### src/rtl/spi_rx_pkg.sv
// Shared constants, frame field offsets and FSM state type for the SPI serial-to-parallel receiver.
package spi_rx_pkg;

    localparam int FRAME_W  = 16;
    localparam int DATA_W   = 14;
    localparam int CH_W     = 2;
    localparam int NUM_CH   = 1 << CH_W;
    localparam int CNT_W    = $clog2(FRAME_W);

    localparam int CH_MSB   = 15;
    localparam int CH_LSB   = 14;
    localparam int DATA_MSB = 13;

    typedef enum logic [1:0] {
        ARM,
        IDLE,
        SHIFT
    } rx_state_e;

endpackage

### src/rtl/spi_in_sync.sv
// Multi-flop synchronizer for one asynchronous SPI pin, with optional rising-edge strobe.
module spi_in_sync #(
    parameter int STAGES  = 2,
    parameter bit RISE_EN = 1'b1
) (
    input  logic clk,
    input  logic rstn,
    input  logic d,
    output logic q,
    output logic rise
);

    logic [STAGES-1:0] sync_q;
    logic [STAGES-1:0] sync_d;
    logic              last_q;
    logic              last_d;

    always_comb begin
        sync_d = {sync_q[STAGES-2:0], d};
        last_d = sync_q[STAGES-1];
    end

    always_ff @(posedge clk or negedge rstn) begin
        if (!rstn) begin
            sync_q <= '0;
            last_q <= 1'b0;
        end else begin
            sync_q <= sync_d;
            last_q <= last_d;
        end
    end

    assign q    = sync_q[STAGES-1];
    assign rise = RISE_EN ? (sync_q[STAGES-1] & ~last_q) : 1'b0;

endmodule

### src/rtl/spi_s2p_rx.sv
// SPI mode-0 slave receiver: oversampled, MSB-first {ch, delay} frames out as a one-clk strobe.
// Optional per-channel delay registers are built when SPI_CH_REG_EN is defined.
module spi_s2p_rx
    import spi_rx_pkg::*;
#(
    parameter int SYNC_STAGES = 2
) (
    input  logic                     clk,
    input  logic                     rstn,
    input  logic                     sck,
    input  logic                     cs,
    input  logic                     mosi,
    output logic [DATA_W-1:0]        rx_data,
    output logic [CH_W-1:0]          rx_ch,
    output logic                     rx_valid,
    output logic                     frame_err,
    output logic                     busy
`ifdef SPI_CH_REG_EN
    ,
    output logic [NUM_CH*DATA_W-1:0] ch_delay
`endif
);

    logic sck_s, sck_rise;
    logic cs_s, cs_rise_unused;
    logic mosi_s, mosi_rise_unused;

    // Equal synchronizer depth keeps mosi aligned with the sck edge that samples it.
    spi_in_sync #(.STAGES(SYNC_STAGES), .RISE_EN(1'b1)) u_sync_sck (
        .clk(clk), .rstn(rstn), .d(sck), .q(sck_s), .rise(sck_rise)
    );
    spi_in_sync #(.STAGES(SYNC_STAGES), .RISE_EN(1'b0)) u_sync_cs (
        .clk(clk), .rstn(rstn), .d(cs), .q(cs_s), .rise(cs_rise_unused)
    );
    spi_in_sync #(.STAGES(SYNC_STAGES), .RISE_EN(1'b0)) u_sync_mosi (
        .clk(clk), .rstn(rstn), .d(mosi), .q(mosi_s), .rise(mosi_rise_unused)
    );

    rx_state_e          state_q, state_d;
    logic [FRAME_W-1:0] shreg_q, shreg_d;
    logic [CNT_W-1:0]   bit_cnt_q, bit_cnt_d;
    logic [DATA_W-1:0]  rx_data_q, rx_data_d;
    logic [CH_W-1:0]    rx_ch_q, rx_ch_d;
    logic               rx_valid_q, rx_valid_d;
    logic               frame_err_q, frame_err_d;
    logic               busy_q, busy_d;

    always_comb begin
        state_d     = state_q;
        shreg_d     = shreg_q;
        bit_cnt_d   = bit_cnt_q;
        rx_data_d   = rx_data_q;
        rx_ch_d     = rx_ch_q;
        rx_valid_d  = 1'b0;
        frame_err_d = 1'b0;

        case (state_q)
            ARM: begin
                if (cs_s) state_d = IDLE;
            end
            IDLE: begin
                if (!cs_s) begin
                    state_d   = SHIFT;
                    bit_cnt_d = '0;
                    shreg_d   = '0;
                end
            end
            SHIFT: begin
                if (sck_rise) begin
                    shreg_d   = {shreg_q[FRAME_W-2:0], mosi_s};
                    bit_cnt_d = bit_cnt_q + 1'b1;
                    if (bit_cnt_q == CNT_W'(FRAME_W - 1)) begin
                        rx_valid_d = 1'b1;
                        rx_ch_d    = shreg_d[CH_MSB:CH_LSB];
                        rx_data_d  = shreg_d[DATA_MSB:0];
                    end
                end
                // A final bit arriving with cs release wraps the count to 0, so it is not an error.
                if (cs_s) begin
                    state_d     = IDLE;
                    frame_err_d = (bit_cnt_d != '0);
                    bit_cnt_d   = '0;
                    shreg_d     = '0;
                end
            end
            default: state_d = ARM;
        endcase

        busy_d = (state_d == SHIFT);
    end

    always_ff @(posedge clk or negedge rstn) begin
        if (!rstn) begin
            state_q     <= ARM;
            shreg_q     <= '0;
            bit_cnt_q   <= '0;
            rx_data_q   <= '0;
            rx_ch_q     <= '0;
            rx_valid_q  <= 1'b0;
            frame_err_q <= 1'b0;
            busy_q      <= 1'b0;
        end else begin
            state_q     <= state_d;
            shreg_q     <= shreg_d;
            bit_cnt_q   <= bit_cnt_d;
            rx_data_q   <= rx_data_d;
            rx_ch_q     <= rx_ch_d;
            rx_valid_q  <= rx_valid_d;
            frame_err_q <= frame_err_d;
            busy_q      <= busy_d;
        end
    end

    assign rx_data   = rx_data_q;
    assign rx_ch     = rx_ch_q;
    assign rx_valid  = rx_valid_q;
    assign frame_err = frame_err_q;
    assign busy      = busy_q;

`ifdef SPI_CH_REG_EN
    logic [DATA_W-1:0] ch_reg_q [NUM_CH];
    logic [DATA_W-1:0] ch_reg_d [NUM_CH];

    always_comb begin
        ch_reg_d = ch_reg_q;
        if (rx_valid_q) ch_reg_d[rx_ch_q] = rx_data_q;
    end

    always_ff @(posedge clk or negedge rstn) begin
        if (!rstn) begin
            for (int i = 0; i < NUM_CH; i++) ch_reg_q[i] <= '0;
        end else begin
            ch_reg_q <= ch_reg_d;
        end
    end

    always_comb begin
        ch_delay = '0;
        for (int i = 0; i < NUM_CH; i++) ch_delay[i*DATA_W +: DATA_W] = ch_reg_q[i];
    end
`endif

endmodule
### config.mk
export PLATFORM = sky130hd
export DESIGN_NAME = spi_s2p_rx
export DESIGN_NICKNAME = d
export VERILOG_FILES = /design/src/rtl/spi_rx_pkg.sv /design/src/rtl/spi_in_sync.sv /design/src/rtl/spi_s2p_rx.sv
export SDC_FILE = /design/constraint.sdc
export NUM_CORES = 1
export LEC_CHECK = 0
export CAP_MARGIN = 10
export CORE_MARGIN = 4
export CORE_UTILIZATION = 39
export DETAILED_ROUTE_END_ITERATION = 8
export PLACE_DENSITY = 0.59
export SETUP_SLACK_MARGIN = 0.2
export SYNTH_ARGS = -nofsm -noshare
export SYNTH_HDL_FRONTEND = slang
export SYNTH_SLANG_ARGS = --single-unit
### constraint.sdc
create_clock -name clk -period 2.2 [get_ports clk]
set_clock_uncertainty 0.2 [all_clocks]
set_input_delay 0.55 -clock clk [delete_from_list [all_inputs] [get_ports clk]]
set_output_delay 0.55 -clock clk [all_outputs]
set_load 0.01 [all_outputs]
---- Yosys cells after proc, flatten, opt, wreduce, memory -nomap -nowiden ----
Cells that the tools add are included.
cells by class
  $add $sub $neg .......................... 1
  reduce and logical (&&, ||, !) cells .... 7
  eq/ne operators ......................... 6
  bitwise gates (word level) .............. 2
  muxes and demuxes ....................... 17
operators with widths
  operator                                                                  number
  15-bit two-way mux                                                        3
  15-bit one-hot mux with 2 select lines                                    1
  4-bit two-way mux                                                         4
  4-bit one-hot mux with 2 select lines                                     1
  3-bit AND reduction                                                       2
  1-bit two-way mux                                                         5
  4-bit by 1-bit adder with 4-bit output (second input constant)            1
  2-bit == test (second input constant)                                     2
  4-bit == test (second input constant)                                     1
  2-bit two-way mux                                                         2
  2-bit one-hot mux with 2 select lines                                     1
  4-bit nonzero test                                                        1
  3-bit by 2-bit inequality test with 1-bit output (second input constant)  1
  2-bit by 1-bit == test with 1-bit output (second input constant)          1
  2-bit zero test                                                           1
  2-bit inequality test (second input constant)                             1
  2-bit AND reduction                                                       1
  2-bit nonzero test                                                        1
  2-bit OR reduction                                                        1
  1-bit bitwise AND                                                         1
  1-bit inverter                                                            1
storage, ports and cells
  output and inout port bits .............. 19
  word-level logic and storage cells ...... 45
  register bits after elaboration ......... 47
  bits of input ports ..................... 5

---- Logic depth before layout (Yosys ltp) ----
Gate-level depths: netlist of the first run.
  depth after elaboration ................. 7
  gate-level depth with buffers ........... 7

---- Cells and area by module ----
A second synthesis of the first run with hierarchy kept.
second synthesis, totals
  cell total of the unflattened synthesis .. 156
  area total of the unflattened synthesis .. 2013.2 um^2
modules (own cells, without submodules)
  module                       instances  area each (um^2)  cells an instance  sequential area each (um^2)
  spi_s2p_rx                   1          1801.7            144                1001.0
  spi_in_sync (u_sync_cs ...)  2          61.3              4                  50.0
  spi_in_sync (u_sync_sck)     1          88.8              4                  75.1

---- Worst setup path before layout of the first run ----
Ideal clock, no wire load.
  kind .................................... reg-to-reg
  start point ............................. register state_q[0]
  end point ............................... register rx_ch_q[0] (netlist: rx_ch[0])
  arrival time ............................ 1.522 ns
  library setup time ...................... 0.125 ns
  setup slack ............................. 0.353 ns
  data required time ...................... 1.875 ns
  cell stages (with the launch flop) ...... 6
  cells stage by stage .................... dfrtp_1 nand2b_4 buf_6 nor3_4 buf_12 mux2_4
between the ends
  cells in the longest elaborated chain, start to end .. 2
RTL lines
  element                               RTL line           text
  start, declared                       spi_s2p_rx.sv:39   rx_state_e state_q, state_d;
  start signal, assigned                spi_s2p_rx.sv:103  state_q <= state_d;
  2-bit == test                         spi_s2p_rx.sv:57   case (state_q)
  3-bit AND reduction (no source line)  --
  end signal, assigned                  spi_s2p_rx.sv:107  rx_ch_q <= rx_ch_d;
  end, declared                         spi_s2p_rx.sv:43   logic [CH_W-1:0] rx_ch_q, rx_ch_d;
Every way passes these cells.
A chain may end at the register's enable or synchronous reset.

---- Worst setup path after layout of the first run ----
  start point ............................. register rx_ch_q[1] (netlist: rx_ch[1])
  end point ............................... output rx_ch[1]
RTL lines
  element        RTL line          text
  end, declared  spi_s2p_rx.sv:14  output logic [CH_W-1:0] rx_ch,
No word-level cell between the ends.

==> flow_metrics.py, run 1 <==
metrics = {
    "setup_path": {
        "cp_cell_sequence": "clkdlybuf4s50_1",
        "critPathLaunchType": "register",
        "worstPathRequired_ns": 1.45,
        "slowest_stage": "clkdlybuf4s50_1",
        "worstSetupEndpointType": "output port",
        "crit_path_max_fanout": 2,
        "path_class": "register to output port",
        "critical-path-max-stage-delay_ns": 0.54,
        "cp_data_arrival_time_ns": 1.20,
        "path_delay_family": "buffers and inverters",
        "path_buf_inv": 1,
    },
    "pwr": {
        "pwr-share-seq_pct": 59.9,
        "pwr-share-clk_pct": 33.8,
        "switching_share_pct": 23.3,
        "internal_power_uw": 1140,
        "power_switching_uw": 346,
        "power.leakage_uw": 0.00119,
        "power_density_mw_per_mm2": 622,
        "p_comb_share_pct": 6.2,
        "peakVddDrop_v": 0.000386,
    },
    "yosys": {
        "ys_top_cells_by_count": "47 x dfrtp_1, 20 x nand2_1, 18 x inv_1",
        "synthFlopType": "dfrtp_1",
        "synth_edf_count": 0,
        "synth_most_common_cell": "dfrtp_1",
        "yosysSeqAreaShare_pct": 60.0,
        "yosys.area.top_type": "dfrtp_1",
        "synth_top_area_share_pct": 60.0,
        "syn_nets": 160,
        "avgSynthCellArea_um2": 12.7,
        "synth_seq_cells": 47,
        "synth_area_leaders": "dfrtp_1 60%, mux2i_1 8.2%, mux2_4 6.9%",
        "async_flop_share_pct": 100,
        "synth_cell_types": 28,
        "synth_area_mm2": 0.00196,
        "synthCells": 154,
        "yosysWarnings": 0,
    },
    "floorplan": {
        "die_x_um": 78.9,
        "die_h_um": 78.9,
        "fp.dieArea_mm2": 0.00622,
        "initial_core_util_pct": 40.9,
        "ios": 24,
        "rows": 25,
        "coreArea_mm2": 0.00479,
    },
    "clock_network": {
        "tritoncts": "built",
        "clk_pin_slew_ns": 0.09,
        "ctsHtreeMaxLevel": 2,
        "cts.sinks": 47,
        "cts-root-buf": "clkbuf_8",
        "cts_made_buffers": 5,
        "clk_latency_ns": 0.29,
        "max-clock-path-buffers": 2,
    },
    "routing": {
        "drt_iter0_drc": 106,
        "via_per_inst": 4.59,
        "wl_per_cell_um": 13.2,
        "drt-total-wl_mm": 3.33,
        "vias": 1162,
        "drtPass1Iterations": 4,
        "detail-route-antenna-nets": 0,
        "drc_errors": 0,
    },
    "sta": {
        "tns_ns": 0,
        "min_period_ns": 1.95,
        "fmax_ghz": 0.514,
        "whs_ns": 0.159,
        "rsz0062_at_grt": "false",
        "worstMarginPinSlew_ns": 0.441,
        "finalSetupViolations": 0,
        "hold_violations": 0,
        "slew-limit-headroom_pct": 70.6,
        "final.period_utilization_pct": 88.5,
        "drv_slew": 0,
    },
    "final_layout": {
        "fin_nets": 191,
        "num_antenna_cells": 0,
        "area_growth_pct": 21.6,
        "layout-drive-gt1-share_pct": 20.4,
    },
    "global_route": {
        "grt_usage_pct": 12.3,
        "grt_overflow": 0,
        "grt_start_max_net_pins": 21,
        "antenna_found_initial": 0,
        "grt_pass1_wl_mm": 5.94,
        "grt_pass1_vias": 1312,
    },
    "placed_design": {
        "gp_congestion": 0.705,
        "portBuffers": 23,
        "hpwlAfterDp_mm": 2.35,
    },
    "outcome": {
        "status": "completed",
    },
    "job": {
        "max-cap-violations": 0,
    },
    "hold_path": {
        "holdCritPathClass": "register to register",
    },
}
==> path summary, 6_finish.rpt <==
check | start | endpoint | slack [ns] | cells after the start
setup / recovery | rx_ch[1]$_DFFE_PN0P_ | rx_ch[1] | 0.25 | 1
hold / removal | u_sync_mosi.sync_q[0]$_DFF_PN0_ | u_sync_mosi.sync_q[1]$_DFF_PN0_ | 0.16 | 0
setup reg to reg | bit_cnt_q[0]$_DFFE_PN0P_ | rx_data[1]$_DFFE_PN0P_ | 0.33 | 5
hold reg to reg | u_sync_mosi.sync_q[0]$_DFF_PN0_ | u_sync_mosi.sync_q[1]$_DFF_PN0_ | 0.16 | 0
max in group asynchronous | rstn | shreg_q[9]$_DFFE_PN0P_ | 0.68 | 3
min in group asynchronous | rstn | rx_data[3]$_DFFE_PN0P_ | 0.53 | 2
==> timing repair <==
| item | 4_1_cts | 5_1_grt |
|---|---|---|
| setup endpoints to repair | 0 | 13 |
| resized for setup | 0 | 8 |
| setup buffers | 0 | 0 |
| hold buffers | 1 | 0 |
| hold endpoints to repair | 18 | 0 |
==> logic make-up after synthesis <==
| family | share of synthesized area, % |
|---|---|
| flip-flops | 60.0 |
| AO/OA/AOI/OAI | 3.58 |
| buffers and inverters | 6.64 |
| AND/OR/NAND/NOR | 9.13 |
| multiplexers | 19.1 |
| adder cells (fa/ha/maj) | 0.638 |
| XOR/XNOR | 0.894 |
==> cell usage in the layout, fill, tap and decap left out, drive strengths merged, types with 2 or more instances in the layout <==
cell type	count
dfrtp	47
nand2	21
inv	18
mux2i	16
mux2	16
clkdlybuf4s50	15
buf	8
dlymetal6s2s	7
clkbuf	5
nor2	5
o21ai	5
a21oi	4
nor2b	3
xor2	2
clkinvlp	2
==> final cells by class <==
class                           count  area, µm²
Sequential cell                    47       1180
Inverter                           18       67.6
Tap cell                           67       83.8
Fill cell                         416       2400
Clock buffer                        5       68.8
Clock inverter                      3       20.0
Timing Repair Buffer               31        309
Multi-Input combinational cell     82        657
==> power by group through the flow <==
stage          registers, µW  clock network (µW)  logic [µW]
2_1_floorplan            903                   0        54.7
3_5_place_dp             906                   0        93.4
5_1_grt                  891                 568         103
4_1_cts                  889                 535        94.9
6_report                 889                 502        92.4
3_3_place_gp             905                   0        90.3
==> per-layer routing <==
metal  track usage, %  share of wire, %  vias to the layer above  wire (µm)
li1                 -                 -                      563          -
met1             14.8                45                      575       1490
met2             21.2                50                       19       1660
met3             2.95               4.1                        5        135
met4             4.64               1.2                        0         40
met5                0                 0                        -          0
==> per-stage QoR <==
step,util [%],std cells,total power (µW),area [µm²],setup WS (ns)
finish,49.8,253,1480,2380,0.254
global route,49.8,253,1560,2380,0.203
CTS,49.3,253,1520,2360,0.216
detailed placement,47.3,244,1000,2260,0.299
global placement,47.3,244,996,2260,0.345
floorplan,-,154,958,1960,0.353
==> state kept, by name (all words and copies together) (netlist names), 2 cells and up <==
name                count
state_q                 2
u_sync_cs.sync_q        2
shreg_q                15
rx_ch                   2
u_sync_sck.sync_q       2
bit_cnt_q               4
u_sync_mosi.sync_q      2
rx_data                14
Power figures use the tool's default switching activity.
==> run 2, diff against run 1 <==
--- a/config.mk
+++ b/config.mk
@@ -6,10 +6,12 @@
 export NUM_CORES = 1
 export LEC_CHECK = 0
 export CAP_MARGIN = 10
+export CELL_PAD_IN_SITES_DETAIL_PLACEMENT = 0
+export CELL_PAD_IN_SITES_GLOBAL_PLACEMENT = 1
 export CORE_MARGIN = 4
 export CORE_UTILIZATION = 39
 export DETAILED_ROUTE_END_ITERATION = 8
-export PLACE_DENSITY = 0.59
+export PLACE_DENSITY = 0.7
 export SETUP_SLACK_MARGIN = 0.2
 export SYNTH_ARGS = -nofsm -noshare
 export SYNTH_HDL_FRONTEND = slang
==> run 2 against run 1 <==
  * Register-to-register slack improved by 0.03 ns
  * Setup slack worse by 0.0099 ns
  * Critical path type unchanged
  * Highest routed layer unchanged
  * Count of clock-buffer cells in the layout grew 2
==> flow_metrics.py, run 2 (synthesis results as in run 1) <==
metrics = {
    "outcome": {
        "status": "completed",
    },
    "setup_path": {
        "worstPathRequired_ns": 1.45,
        "ff2ff_path_depth": 5,
        "slowest_stage": "clkdlybuf4s50_1",
        "cp_data_arrival_time_ns": 1.21,
        "path_class": "register to output port",
        "r2r-start": "bit_cnt_q[0]$_DFFE_PN0P_",
        "path_delay_family": "buffers and inverters",
        "worstSetupEndpointType": "output port",
        "rr_endpoint": "rx_data[2]$_DFFE_PN0P_",
        "path_buf_inv": 1,
        "cp_cell_sequence": "clkdlybuf4s50_1",
        "reg2reg_slack_ns": 0.36,
        "critical-path-max-stage-delay_ns": 0.54,
        "crit_path_max_fanout": 2,
        "crit_path_start": "rx_data[7]$_DFFE_PN0P_",
        "critPathLaunchType": "register",
    },
    "sta": {
        "fmax_ghz": 0.511,
        "finalSetupViolations": 0,
        "final.period_utilization_pct": 88.9,
        "hold_violations": 0,
        "whs_ns": 0.125,
        "worstMarginPinSlew_ns": 0.572,
        "drv_slew": 0,
        "slew-limit-headroom_pct": 61.9,
        "min_period_ns": 1.96,
        "tns_ns": 0,
        "rsz0062_at_grt": "false",
    },
    "routing": {
        "drtPass1Iterations": 4,
        "met2_length_mm": 1.52,
        "vias": 1149,
        "routed-wl-met3_um": 127,
        "wl_per_cell_um": 12.8,
        "detail-route-antenna-nets": 0,
        "drt_iter0_drc": 68,
        "dr.max_layer_used": "met4",
        "via_per_inst": 4.60,
        "drc_errors": 0,
        "wl_met1_mm": 1.49,
        "drt-total-wl_mm": 3.21,
    },
    "placed_design": {
        "hpwlAfterDp_mm": 2.08,
        "gp_congestion": 0.710,
        "portBuffers": 23,
    },
    "global_route": {
        "grt_pass1_wl_mm": 5.77,
        "grt_start_max_net_pins": 48,
        "antenna_found_initial": 0,
        "grt_pass1_vias": 1238,
        "grt_usage_pct": 12.1,
        "grt_overflow": 0,
    },
    "clock_network": {
        "clk_pin_slew_ns": 0.08,
        "cts-root-buf": "clkbuf_8",
        "max-clock-path-buffers": 2,
        "cts.sinks": 47,
        "ctsHtreeMaxLevel": 2,
        "tritoncts": "built",
        "clk_latency_ns": 0.29,
        "cts_made_buffers": 5,
        "post_cts.repair.setup_buffers": 0,
    },
    "final_layout": {
        "fin_nets": 188,
        "layout-drive-gt1-share_pct": 18.6,
        "layout_common_cells": "47 x dfrtp_1, 20 x nand2_1, 18 x inv_1, 17 x clkdlybuf4s50_1, 16 x mux2i_1",
        "regMostFlops": "shreg_q",
        "num_antenna_cells": 0,
        "multi_input_area_um2": 657,
        "layout_commonest_cell": "dfrtp_1",
        "fillers": 428,
        "area_growth_pct": 19.7,
        "final-seq-area_mm2": 0.00118,
        "largest_reg_flops": 15,
    },
    "pwr": {
        "peakVddDrop_v": 0.000337,
        "power.leakage_uw": 0.00114,
        "power_density_mw_per_mm2": 624,
    },
    "floorplan": {
        "ios": 24,
        "fp.dieArea_mm2": 0.00622,
        "coreArea_mm2": 0.00479,
        "initial_core_util_pct": 40.9,
        "die_h_um": 78.9,
        "die_x_um": 78.9,
        "rows": 25,
    },
    "job": {
        "max-cap-violations": 0,
    },
    "hold_path": {
        "holdCritPathClass": "input pin to async pin",
    },
}
[run 2: cell types whose count changed in the layout (fill, tap and decap cells not counted), sizes merged]
cell / previous run / this run
clkdlybuf4s50: 15 / 17
clkbuf: 5 / 7
buf: 8 / 6
dlymetal6s2s: 7 / 5
clkinvlp: 2 / 0
dlygate4sd3: 1 / 0
[run 2: worst max path at each step]
stage	to	depth (start not counted)
4_1_cts	rx_data[6]	1
3_5_place_dp	rx_data[0]$_DFFE_PN0P_	5
5_1_grt	rx_data[9]	1
3_3_place_gp	rx_data[2]$_DFFE_PN0P_	5
2_1_floorplan	rx_ch[0]$_DFFE_PN0P_	5
6_report	rx_data[7]	1
[run 2: timing repair]
action	4_1_cts	5_1_grt
endpoints found under the setup margin	0	14
hold buffers	0	0
resized for setup	0	6
[run 2: per-layer routing]
layer	track usage (%)	vias up
met2	19.4	21
li1	-	551
met3	2.83	7
met5	0	-
met1	14.9	570
met4	6.70	0
[run 2: layout make-up]
| type | instances | area share [%] |
|---|---|---|
| clock inverter | 1 | 0.213 |
| inverter | 18 | 2.88 |
| multi-input combinational | 82 | 28.0 |
| sequential | 47 | 50.2 |
| tap | 67 | 3.58 |
| timing repair buffer | 28 | 11.9 |
| clock buffer | 7 | 3.26 |
[run 2: report_power, final]
| part | switching, µW | internal, µW | total (µW) |
|---|---|---|---|
| Clock | 264 | 223 | 487 |
| Sequential | 12.8 | 876 | 889 |
| Combinational | 51.1 | 35.3 | 86.4 |
| Total | 328 | 1130 | 1460 |
[run 2: stage by stage]
stage                     utilization [%]  instance area, µm²  instances  worst slack (ns)  power [µW]
after floorplan                         -                1960        154             0.353         958
after global placement               47.0                2250        242             0.357         993
after detailed placement             47.0                2250        242             0.294         995
after CTS                            48.7                2330        250             0.207        1490
after global routing                 49.0                2340        250             0.201        1540
final                                49.0                2340        250             0.244        1460
==> run 3, diff against run 2 <==
--- a/config.mk
+++ b/config.mk
@@ -16,3 +16,4 @@
 export SYNTH_ARGS = -nofsm -noshare
 export SYNTH_HDL_FRONTEND = slang
 export SYNTH_SLANG_ARGS = --single-unit
+export TNS_END_PERCENT = 1
==> run 3 against run 2 <==
  * Power barely moved
  * Worst hold slack hardly changed
  * Utilization shrank 0.26 points
  * Cell area is 0.53% lower
  * Highest routed layer unchanged
==> flow_metrics.py, run 3 (synthesis results as in run 1) <==
metrics = {
    "routing": {
        "via_per_inst": 4.60,
        "drc_errors": 0,
        "vias": 1149,
        "wl_per_cell_um": 12.9,
        "detail-route-antenna-nets": 0,
        "drt-total-wl_mm": 3.22,
        "drtPass1Iterations": 4,
        "drt_iter0_drc": 69,
    },
    "floorplan": {
        "rows": 25,
        "ios": 24,
        "fp.dieArea_mm2": 0.00622,
        "die_h_um": 78.9,
        "initial_core_util_pct": 40.9,
        "die_x_um": 78.9,
        "coreArea_mm2": 0.00479,
    },
    "global_route": {
        "grt_overflow": 0,
        "grt_usage_pct": 12.1,
        "grt_pass1_wl_mm": 5.77,
        "grt_pass1_vias": 1238,
        "grt_start_max_net_pins": 48,
        "antenna_found_initial": 0,
    },
    "setup_path": {
        "worstSetupEndpointType": "output port",
        "cp_data_arrival_time_ns": 1.23,
        "path_delay_family": "buffers and inverters",
        "worst-path-stages": 1,
        "cp_cell_sequence": "clkdlybuf4s50_1",
        "path_buf_inv": 1,
        "worstPathRequired_ns": 1.45,
        "critical-path-max-stage-delay_ns": 0.55,
        "ff2ff_path_depth": 5,
        "critPathLaunchType": "register",
        "path_class": "register to output port",
        "slowest_stage": "clkdlybuf4s50_1",
        "crit_path_max_fanout": 2,
    },
    "sta": {
        "slew-limit-headroom_pct": 61.9,
        "drv_slew": 0,
        "fmax_ghz": 0.505,
        "hold_violations": 0,
        "finalSetupViolations": 0,
        "tns_ns": 0,
        "worstMarginPinSlew_ns": 0.572,
        "min_period_ns": 1.98,
        "whs_ns": 0.125,
        "rsz0062_at_grt": "true",
        "final.period_utilization_pct": 89.9,
    },
    "clock_network": {
        "ctsHoldBuffers": 0,
        "clk_pin_slew_ns": 0.08,
        "cts.sinks": 47,
        "post_cts_resized": 0,
        "ctsHtreeMaxLevel": 2,
        "clk_latency_ns": 0.29,
        "cts-root-buf": "clkbuf_8",
        "tritoncts": "built",
        "cts_made_buffers": 5,
        "max-clock-path-buffers": 2,
        "post_cts.repair.setup_buffers": 0,
    },
    "placed_design": {
        "portBuffers": 23,
        "hpwlAfterDp_mm": 2.08,
        "place_area_mm2": 0.00225,
        "gp_congestion": 0.710,
    },
    "job": {
        "max-cap-violations": 0,
    },
    "final_layout": {
        "regMostFlops": "shreg_q",
        "layout_commonest_cell": "dfrtp_1",
        "stdcell_area_mm2": 0.00233,
        "num_antenna_cells": 0,
        "final-seq-area_mm2": 0.00118,
        "largest_reg_flops": 15,
        "fin_nets": 188,
        "layout_common_cells": "47 x dfrtp_1, 22 x clkdlybuf4s50_1, 20 x nand2_1, 18 x inv_1, 16 x mux2i_1",
        "multi_input_area_um2": 657,
        "layout-drive-gt1-share_pct": 18.6,
        "area_growth_pct": 19.0,
        "fillers": 431,
        "utilization_pct": 48.7,
    },
    "pwr": {
        "power.leakage_uw": 0.00105,
        "peakVddDrop_v": 0.000338,
        "power_density_mw_per_mm2": 627,
    },
    "outcome": {
        "status": "completed",
    },
    "hold_path": {
        "holdCritPathClass": "input pin to async pin",
    },
}
## run 3: layout make-up
class                   count  share of cell area [%]
flip-flops and latches     47                    50.4
repair buffers             28                    11.4
inverters                  18                    2.90
clock buffers               7                    3.27
well taps                  67                    3.59
clock inverters             1                   0.215
multi-input cells          82                    28.2
## run 3: layer usage
layer | part of all wire (%) | GRT usage (%) | wire (µm) | up-vias
met5 | 0 | 0 | 0 | -
met3 | 3.7 | 2.83 | 118 | 7
met1 | 47 | 14.9 | 1510 | 570
met2 | 47 | 19.4 | 1520 | 21
li1 | - | - | - | 551
met4 | 2.1 | 6.70 | 68 | 0
## run 3: stage by stage
stage	setup slack, ns	total power [µW]	instances
CTS	0.207	1490	250
global placement	0.357	993	242
floorplan	0.353	958	154
finish	0.222	1460	250
detailed placement	0.294	995	242
global route	0.179	1540	250
## run 3: report_power, final
part | total [µW] | internal, µW | switching (µW) | leakage [µW]
Combinational | 86.4 | 35.3 | 51.1 | 0.000368
Clock | 487 | 223 | 264 | 0.0000422
Sequential | 889 | 876 | 12.8 | 0.000636
Total | 1460 | 1130 | 328 | 0.00105
## run 3: path summary, 6_finish.rpt
kind	slack (ns)	startpoint	end
hold reg to reg	0.15	u_sync_cs.sync_q[0]$_DFF_PN0_	u_sync_cs.sync_q[1]$_DFF_PN0_
hold / removal	0.13	rstn	u_sync_cs.sync_q[1]$_DFF_PN0_
setup reg to reg	0.36	bit_cnt_q[0]$_DFFE_PN0P_	rx_data[2]$_DFFE_PN0P_
max in group asynchronous	1.28	rstn	busy$_DFF_PN0_
setup / recovery	0.22	rx_data[6]$_DFFE_PN0P_	rx_data[6]
min in group clk	0.15	u_sync_cs.sync_q[0]$_DFF_PN0_	u_sync_cs.sync_q[1]$_DFF_PN0_
